<file path="src/rtl/reg_pipe.sv">
// ---------------------------------------------------------------------------
// reg_pipe -- elastic pipeline register
//
// DEPTH stages of WIDTH-bit data, each with its own valid bit. Words move
// toward the output whenever the stage ahead is empty or is itself moving,
// so empty stages close up even while the consumer stalls. The ready chain is
// purely combinational from out_ready back to in_ready. This gives one word
// per cycle of sustained throughput with no inserted bubbles.
//
// Ports
//   Clk        in   1      clock, all state updates on posedge
//   Rst        in   1      synchronous reset, active-high (clears valid, data, count)
//   Flush      in   1      synchronous clear of valid bits and count; data holds
//   in_valid   in   1      producer offers in_data
//   in_ready   out  1      pipe accepts in_data this cycle
//   in_data    in   WIDTH  input word
//   out_valid  out  1      last stage holds a valid word
//   out_ready  in   1      consumer takes out_data this cycle
//   out_data   out  WIDTH  word in stage DEPTH-1
//   count      out  CNTW   number of valid stages, 0..DEPTH
// ---------------------------------------------------------------------------
module reg_pipe #(
  parameter  int WIDTH = 32,
  parameter  int DEPTH = 4,
  localparam int CNTW  = $clog2(DEPTH + 1)
) (
  input  logic             Clk,
  input  logic             Rst,
  input  logic             Flush,
  input  logic             in_valid,
  output logic             in_ready,
  input  logic [WIDTH-1:0] in_data,
  output logic             out_valid,
  input  logic             out_ready,
  output logic [WIDTH-1:0] out_data,
  output logic [CNTW-1:0]  count
);

  logic [DEPTH-1:0] valid_r;
  logic [WIDTH-1:0] data_r [DEPTH];
  logic [CNTW-1:0]  count_r;

  logic [DEPTH-1:0] adv_s;
  logic             in_ready_s;
  logic             accept_s;
  logic             leave_s;

  // Ready/advance chain, walked from the output stage back to the input.
  // 'room' means the stage ahead of the current one can take a word this cycle.
  always_comb begin
    logic room_s;
    logic adv_bit_s;
    room_s    = out_ready;
    adv_bit_s = 1'b0;
    adv_s     = '0;
    for (int i = DEPTH - 1; i >= 0; i--) begin
      adv_bit_s = valid_r[i] & room_s;
      adv_s[i]  = adv_bit_s;
      room_s    = ~valid_r[i] | adv_bit_s;
    end
    in_ready_s = room_s;
  end

  assign accept_s = in_valid & in_ready_s;
  assign leave_s  = adv_s[DEPTH-1];

  // Valid bits and occupancy count.
  always_ff @(posedge Clk) begin
    if (Rst) begin
      valid_r <= '0;
      count_r <= '0;
    end else if (Flush) begin
      // Any word offered this cycle is dropped along with the contents.
      valid_r <= '0;
      count_r <= '0;
    end else begin
      if (accept_s) begin
        valid_r[0] <= 1'b1;
      end else if (adv_s[0]) begin
        valid_r[0] <= 1'b0;
      end else begin
        valid_r[0] <= valid_r[0];
      end
      for (int i = 1; i < DEPTH; i++) begin
        if (adv_s[i-1]) begin
          valid_r[i] <= 1'b1;
        end else if (adv_s[i]) begin
          valid_r[i] <= 1'b0;
        end else begin
          valid_r[i] <= valid_r[i];
        end
      end
      case ({accept_s, leave_s})
        2'b10:   count_r <= count_r + CNTW'(1);
        2'b01:   count_r <= count_r - CNTW'(1);
        default: count_r <= count_r;
      endcase
    end
  end

  // Data registers: load only when a word moves in, so a stalled output is stable.
  always_ff @(posedge Clk) begin
    if (Rst) begin
      for (int i = 0; i < DEPTH; i++) begin
        data_r[i] <= '0;
      end
    end else if (Flush) begin
      for (int i = 0; i < DEPTH; i++) begin
        data_r[i] <= data_r[i];
      end
    end else begin
      if (accept_s) begin
        data_r[0] <= in_data;
      end else begin
        data_r[0] <= data_r[0];
      end
      for (int i = 1; i < DEPTH; i++) begin
        if (adv_s[i-1]) begin
          data_r[i] <= data_r[i-1];
        end else begin
          data_r[i] <= data_r[i];
        end
      end
    end
  end

  assign in_ready  = in_ready_s;
  assign out_valid = valid_r[DEPTH-1];
  assign out_data  = data_r[DEPTH-1];
  assign count     = count_r;

endmodule

</file>
<file path="config.mk">
export PLATFORM = sky130hd
export DESIGN_NAME = reg_pipe
export DESIGN_NICKNAME = d
export VERILOG_FILES = /design/src/rtl/reg_pipe.sv
export SDC_FILE = /design/constraint.sdc
export NUM_CORES = 1
export LEC_CHECK = 0
export CORE_UTILIZATION = 58
export DETAILED_ROUTE_END_ITERATION = 8
export HOLD_SLACK_MARGIN = 0.12
export PLACE_DENSITY = 0.9
export SLEW_MARGIN = 20
export SYNTH_ARGS = -nofsm -noshare
export SYNTH_HDL_FRONTEND = slang
export SYNTH_SLANG_ARGS = --single-unit
</file>
<file path="constraint.sdc">
create_clock -name Clk -period 5.9 [get_ports Clk]
set_clock_uncertainty 0.05 [all_clocks]
set_input_delay 0.59 -clock Clk [delete_from_list [all_inputs] [get_ports Clk]]
set_output_delay 0.59 -clock Clk [all_outputs]
set_load 0.005 [all_outputs]
</file>
==> summary.txt <==
Clock network
  • # hold bufs at CTS: 0
  • Root Driver: clkbuf_8
  • # resized after CTS: 0
  • Setup bufs post-CTS: 0
  • CTS tree: built
  • Clock Latency Late Sink: 0.51 ns
  • Clock transition at path regs: ~0.060 ns
  • Clk sinks: 135
  • CTS max path bufs: 2
  • H-tree depth: 4
  • CTS Buf Count: 17

Floorplanning
  • Core area: ~8400 sq um
  • Die height: 95.82 um
  • Starting Density: 0.6090
  • FP Rows: 33
  • # IOs: 74
  • Die X: 95.82 um
  • Die ar.: 9181 sq um

Timing
  • Max Fclk: 358.9 MHz
  • Setup ws final: 3.114 ns
  • Crit share post-route: 0.4722
  • Min Tclk post-route: between 2 and 3 ns
  • Final number of hold-violating endpoints: 0
  • Max_slew headroom: 0.2720
  • Setup TNS: 0 ns
  • Slew Limit Fails: 0
  • Number of setup violations in the final report: 0
  • Actual slew at the worst max-slew pin: 1.092 ns
  • RSZ-0062 raised after global routing: false

Yosys
  • Mapped Cells: about 320
  • Ys Warns: 0
  • Area contributors post-synth: edfxtp_1 75%, and2_1 8.0%, nor2b_1 7.8%
  • Register area share after synthesis: 0.7804
  • Synth cell types: 22
  • Post-synth EDFFs: 128
  • Share of the synthesized area in the top cell type: 0.7529
  • Average size of a mapped cell: roughly 16 sq um
  • Synthesized-area fraction occupied by xor and xnor cells: 0.003431
  • Largest family of logic cells by synthesized area: simple AND/OR/NAND/NOR gates
  • Most used flip-flop cell after synthesis: edfxtp_1
  • Syn Nets: 354
  • Area leader, netlist: edfxtp_1
  • Simple-Gate Fraction of Synth Area: 0.1725
  • Async SR Flop Fraction: 0
  • Synth Cell Area: 5105 sq um
  • Post-synthesis mux area share: 0
  • FF+latch count, synth: 135
  • Adder and majority gate portion of the synthesized area: 0.006373
  • Complex-gate fraction of the synthesized area: 0.01667

Worst setup path
  • Cell depth of the worst flop-to-flop path: 9
  • Slowest CP cell: clkdlybuf4s50_1
  • CP dominant cell by count: clkdlybuf4s50_1
  • Crit path capture type: output port
  • CP Class: input port to output port
  • Worst Setup SP: out_ready
  • CP arrival: 2.15 ns
  • Largest delay contributor family on the critical path: buffers and inverters
  • Worst Path Buf+Inv: 2
  • RR Startpoint: valid_r[3]$_SDFFE_PP0P_
  • Slowest stage delay, CP: 0.48 ns
  • Max FO, Critical Path: 4
  • Crit-path cells: clkdlybuf4s50_1, and4b_1, nand2_1, clkdlybuf4s50_1
  • Crit. path cell count: 4
  • Startpoint Class: input port
  • CP required: 5.26 ns

Power
  • Internal: 1.898 mW
  • Sw Ratio: 0.1806
  • Leak: around 2.4 nW
  • Clock network power share: 0.462
  • Sequential share of power: 0.489
  • Logic pwr share: 0.049
  • Psw: 418.4 uW
  • Power density over cell area: roughly 360 nW/um^2
  • Worst VDD drop: about 0.18 mV

Route
  • Iteration-0 DRC Markers: 124
  • Avg WL per Cell: 13.98 um
  • Via density: 4.846
  • Number of remaining DRC errors: 0
  • Vias: 2,491
  • Total wire length: 7.188 mm
  • Pre-antenna DRT Iters: 6
  • Antenna Nets Post-Route: 0

Global routing
  • Vias in the first global route: 2,289
  • GR Util All Layers: 0.1700
  • Initial antenna violation count: 0
  • Pin count of the biggest net entering global routing: 71
  • Total gr overflow: 0
  • First-pass GRT wire length: 10.86 mm

Min path
  • Hold Path Depth: 2
  • Worst hold start: valid_r[2]$_SDFFE_PP0P_
  • Tightest Hold Check Type: flop to flop

Placed design
  • Placed cells: roughly 480
  • Global placer's final weighted congestion: 0.7628
  • Post-placement setup slack: 2.749 ns
  • Placed instance area: 5909 sq um
  • PortBufs: 73
  • Hpwl dp: 4.219 mm

Final layout
  • Area delta synth->final: 27.62%
  • Fin cells: about 500
  • Most common cell after layout, fill and taps aside: edfxtp_1
  • Most frequent cells in the layout: 128 x edfxtp_1, 72 x clkdlybuf4s50_1, 65 x and2_1, 64 x nor2b_1, 16 x clkbuf_16
  • Layout Utilization: 0.7773
  • Post-route cell area: between 6000 and 7000 sq um
  • Diode count: 0
  • # nets final: 435
  • Layout cells sized above 1: 0.08313

Outcome
  • Outcome: finished, final reports clean

Run
  • Max_cap viols: 0
sequential cells by signal, indices dropped and copies added, names as in the netlist:
signal,cells
count,3
data_r,128
valid_r,4
power by group through the flow:
stage | combinational [mW] | clock [mW] | sequential, mW
final | 0.114 | 1.07 | 1.13
after global routing | 0.125 | 1.12 | 1.14
after CTS | 0.115 | 1.08 | 1.13
after detailed placement | 0.113 | 0 | 1.15
after global placement | 0.108 | 0 | 1.15
after floorplan | 0.0557 | 0 | 1.15
worst min-delay path: stages (launching register included):
cell and delay (ns):
dfxtp_1 0.34, inv_1 0.06, a21oi_1 0.05
synth_stat cells (all sizes together), types with 2 or more instances:
cell type / instances
a31o: 2
buf: 4
nor2: 7
and2: 65
xor2: 2
nor2b: 64
a21oi: 4
edfxtp: 128
nand2: 5
clkbuf: 10
o21bai: 2
dfxtp: 7
inv: 6
through the flow:
| step | hold WS, ns | power, mW |
|---|---|---|
| floorplan | 0.3955 | 1.202 |
| global placement | 0.4084 | 1.254 |
| detailed placement | 0.4298 | 1.262 |
| CTS | 0.4463 | 2.332 |
| global route | 0.4727 | 2.384 |
| finish | 0.4523 | 2.317 |
cell type report:
type,count,area [sq um]
clock inverter,13,183.9
fill,448,1867
multi-input combinational,160,1023
timing repair buffer,76,748.2
tap,105,131.4
inverter,6,22.52
clock buffer,19,421.7
sequential,135,3984
kinds of logic after synthesis:
family / Yosys count
flip-flops: 135
XOR/XNOR: 2
buffers and inverters: 20
AO/OA/AOI/OAI: 11
adder cells (fa/ha/maj): 2
AND/OR/NAND/NOR: 145
metal layers:
metal	vias to the layer above	GRT usage	wire length [um]
met2	86	0.2696	3545
met5	-	0	0
li1	1245	-	-
met4	0	0.1045	126
met1	1150	0.2023	3175
met3	10	0.05608	341
worst paths after layout:
kind | to | slack, ns
max | in_ready | 3.11
min reg2reg | valid_r[3]$_SDFFE_PP0P_ | 0.45
max reg2reg | count[2]$_SDFFE_PP0P_ | 3.41
min | valid_r[3]$_SDFFE_PP0P_ | 0.45
(Power assumes the default switching activity.)
